===== config.mk =====
export PLATFORM = sky130hd
export DESIGN_NAME = lr35902_irqctl
export DESIGN_NICKNAME = d
export VERILOG_FILES = /design/src/rtl/lr35902_irqctl.sv
export SDC_FILE = /design/constraint.sdc
export NUM_CORES = 1
export LEC_CHECK = 0
export CORE_UTILIZATION = 50
export DETAILED_ROUTE_END_ITERATION = 6
export PLACE_DENSITY = 0.9
export RECOVER_POWER = 25
export SLEW_MARGIN = 20
export SYNTH_ARGS = -nofsm -noshare
export SYNTH_HDL_FRONTEND = slang
export SYNTH_SLANG_ARGS = --single-unit

===== constraint.sdc =====
create_clock -name clk -period 2.21 [get_ports clk]
set_input_delay 0.221 -clock clk [delete_from_list [all_inputs] [get_ports clk]]
set_output_delay 0.221 -clock clk [all_outputs]
set_load 0.005 [all_outputs]

===== src/rtl/lr35902_irqctl.sv =====
// LR35902 interrupt controller: IF/IE/IME registers, priority select and the
// request/acknowledge dispatch handshake that hands the CPU its vector.
module lr35902_irqctl (
    input  logic       clk,
    input  logic       reset,
    output logic [7:0] dout,
    input  logic [7:0] din,
    input  logic       adr,
    input  logic       read,
    input  logic       write,
    input  logic [4:0] irq_in,
    input  logic       ime_set,
    input  logic       ime_clr,
    output logic       int_req,
    output logic       wake,
    input  logic       int_ack,
    output logic [7:0] int_vec,
    output logic       int_vec_valid
);

    typedef enum logic [1:0] {StIdle, StSel, StHold} state_e;

    state_e     state_q, state_d;
    logic [4:0] if_q, if_d;
    logic [7:0] ie_q, ie_d;
    logic       ime_q, ime_d;
    logic       read_q, write_q, ack_q;
    logic [7:0] dout_q, dout_d;
    logic [7:0] vec_q, vec_d;
    logic       vld_q, vld_d;

    logic [4:0] pend;
    logic [4:0] sel_mask;
    logic [2:0] sel_idx;
    logic       rd_fire, wr_fire, ack_rise;

    always_comb begin
        pend     = if_q & ie_q[4:0];
        // Isolate the lowest set bit: bit0 has the highest priority.
        sel_mask = pend & (~pend + 5'd1);
        sel_idx  = 3'd0;
        for (int i = 4; i >= 0; i--) begin
            if (pend[i]) sel_idx = 3'(i);
        end
    end

    assign rd_fire  = read & ~read_q;
    assign wr_fire  = ~write & write_q;
    assign ack_rise = int_ack & ~ack_q;

    always_comb begin
        dout_d  = dout_q;
        if_d    = if_q;
        ie_d    = ie_q;
        ime_d   = ime_q;
        state_d = state_q;
        vec_d   = vec_q;
        vld_d   = vld_q;

        if (rd_fire) dout_d = adr ? ie_q : {3'b111, if_q};

        if (wr_fire) begin
            if (adr) ie_d = din;
            else     if_d = din[4:0];
        end

        if (ime_set) ime_d = 1'b1;
        if (ime_clr) ime_d = 1'b0;

        case (state_q)
            StIdle: begin
                if (ack_rise) state_d = StSel;
            end
            StSel: begin
                if_d    = if_d & ~sel_mask;
                ime_d   = 1'b0;
                vec_d   = (|pend) ? (8'h40 + {2'b00, sel_idx, 3'b000}) : 8'h00;
                vld_d   = 1'b1;
                state_d = StHold;
            end
            StHold: begin
                if (!int_ack) begin
                    vld_d   = 1'b0;
                    state_d = StIdle;
                end
            end
            default: state_d = StIdle;
        endcase

        // Hardware requests are applied last so they win over write and clear.
        if_d = if_d | irq_in;
    end

    always_ff @(posedge clk) begin
        if (reset) begin
            state_q <= StIdle;
            if_q    <= 5'd0;
            ie_q    <= 8'd0;
            ime_q   <= 1'b0;
            read_q  <= 1'b0;
            write_q <= 1'b0;
            ack_q   <= 1'b0;
            dout_q  <= 8'd0;
            vec_q   <= 8'd0;
            vld_q   <= 1'b0;
        end else begin
            state_q <= state_d;
            if_q    <= if_d;
            ie_q    <= ie_d;
            ime_q   <= ime_d;
            read_q  <= read;
            write_q <= write;
            ack_q   <= int_ack;
            dout_q  <= dout_d;
            vec_q   <= vec_d;
            vld_q   <= vld_d;
        end
    end

    assign wake          = |pend;
    assign int_req       = ime_q & (|pend) & (state_q == StIdle);
    assign dout          = dout_q;
    assign int_vec       = vec_q;
    assign int_vec_valid = vld_q;

endmodule


==> impl_metrics.ini <==
[critical_path]
cpPeakStageDelay_ps = 450
path_cells = a22oi_1 -> nand4_1 -> and3_1 -> clkdlybuf4s50_1
critPathKind = reg2out
critPathCaptureType = output port
slowest_stage = clkdlybuf4s50_1
cp-start-kind = register
cp.arrival_ps = 1900
cp.required_ps = 1990
critPathMaxFanout = 4

[global_route]
grt_max_degree = 33
use_met1_pct = 24.46
antenna_found_initial = 0
grt_usage_pct = 21.84
use_met2_pct = 37.75
gr-usage-met3_pct = 5.464
grt_pass1_vias = 1056
grt_first_pass_wirelength_um = 4567
grt-ovfl-total = 0
busiest_layer = met2

[clock_network]
clk_latency_ps = 330
cts_made_buffers = 5
clock_sinks = 32
htree_levels = 2
cts.repair.resized = 0
cts_root_buf = clkbuf_4
cts_tree = done
postCtsSetupBuffers = 0
clockBufferDepth = 2
path_clk_slew_ps = 100
hold_buffers = 0

[logic_synthesis]
ys_async_sr_fraction_pct = 0
ys_top_cells_by_area = dfxtp_1, mux2i_1, nor2_1
synth_top_cell_by_area = dfxtp_1
synth_cells = 150
ys_seq_elements = 32
synth_edf_count = 0
synth_area_per_cell_um2 = 9.409
ys_warn_count = 0
synth_area_um2 = 1411
seq_area_frac_synth_pct = 45.39
synth_top_area_share_pct = 45.39
yosys-top-cells-count = dfxtp_1, nor2_1, mux2i_1
yosysMostFrequentCell = dfxtp_1
synth.distinct_cells = 30
synthFlopType = dfxtp_1

[pwr]
p_per_area_nw_per_um2 = 719.7
p_leak_nw = 0.7712
ir_drop_v = 0.0006843

[sta]
worst_slew_pin_slew_ps = 1336
max_freq_mhz = 472.0
final_hold_viol_count = 0
fin_setup_tns_ps = 0
setup_violations = 0
rsz0062_at_grt = false
drv_slew = 0
min_period_ps = 2119
slew_headroom_pct = 10.93
finClkSkew_ps = 5.387
fin_ws_ps = 91.20
post-route-period-util_pct = 95.87

[detailed_routing]
dr.first_iter.drc_count = 34
routed_via_density = 5.417
antenna_left = 0
vias = 1181
dr.pass1.iters = 7
drc = 0
drt-wirelength-per-cell_um = 13.82
wirelength_um = 3012

[finish]
nets = 213
utilization_pct = 70.96
area.growth.synth_to_final_pct = 29.08
drive_gt1_share_pct = 7.447
antenna_cells = 0

[run_status]
status = complete, no violations

[floorplan]
die_width_um = 55.13
core_um2 = 2567
io_pins = 40
die_h_um = 55.13
start_util_pct = 54.97
dieArea_um2 = 3039
fp-row-count = 18

[run]
cap_violations = 0

[placement]
place_congestion = 0.7979
io_buffers = 35
hpwl_um = 2279
pre_cts_ws_ps = 380.7

[hold_path]
hp-class = in2reg
## per-stage QoR
stage	instances	power [mW]	area, µm²	hold slack, ps
2_1_floorplan	153	0.8470	1423	292.6
3_3_place_gp	210	0.9566	1767	454.9
3_5_place_dp	210	0.9768	1767	463.9
4_1_cts	218	1.317	1826	424.4
5_1_grt	218	1.380	1822	425.5
6_report	218	1.311	1822	421.8
## area by class of cell
cell class              count  area [µm²]
flip-flops and latches     32       640.6
clock buffers               8       58.81
inverters                   9       33.78
fillers                   185       745.7
well taps                  30       37.54
repair buffers             38       369.1
multi-input cells         101       681.9
## cell usage in the layout (no fill, tap or decap), drive strengths merged, types with 2 or more instances in the layout
cell / count
clkdlybuf4s50: 34
dfxtp: 32
nor2: 25
mux2i: 15
inv: 9
clkbuf: 9
a21oi: 8
nand2: 6
a211oi: 5
ha: 5
mux2: 5
nor2b: 4
conb: 4
nand4: 3
a311oi: 3
nand3: 3
o21ai: 3
a22oi: 2
and3: 2
nand2b: 2
buf: 2
## path summary, 6_finish.rpt
path,startpoint,to,slack [ps],cells past startpoint
worst min register to register,int_vec[5]$_SDFFE_PP0N_,int_vec[5]$_SDFFE_PP0N_,480,2
worst min-delay path,irq_in[3],if_q[3]$_SDFF_PP0_,420,3
worst max register to register,state_q[0]$_SDFFE_PP0P_,state_q[1]$_SDFFE_PP0P_,730,5
worst max-delay path,if_q[3]$_SDFF_PP0_,int_req,90,4
## cells by family after synthesis
group | share of synthesized area (%)
AO/OA/AOI/OAI | 10.82
adder cells (fa/ha/maj) | 4.433
buffers and inverters | 7.092
flip-flops | 45.39
multiplexers | 15.16
other | 0.2657
AND/OR/NAND/NOR | 16.84
## state kept, by name (all words and copies together), names as in the netlist
name and count:
if_q 5, dout 8, ime_q 1, int_vec_valid 1
ie_q 8, int_vec 4, read_q 1, state_q 2
write_q 1, ack_q 1
## worst max-delay path, delay by kind of cell, from the launching register on
kind / cells / cell delay (ps)
AOI/OAI and AO/OA: 1 / 290
buffers and inverters: 1 / 450
DFF: 1 / 350
and+or+nand+nor: 2 / 480
## where the power goes
group | switching [mW] | leakage [nW] | total, mW | internal (mW)
clock | 0.189 | 0.0326 | 0.346 | 0.157
sequential | 0.0339 | 0.263 | 0.660 | 0.626
combinational | 0.145 | 0.475 | 0.306 | 0.161
## routing by layer
layer,routed length [µm],share of wire [%]
met1,1264,42
met2,1499,50
met3,194,6.4
met4,53,1.8
met5,0,0
(Power assumes the default switching activity.)
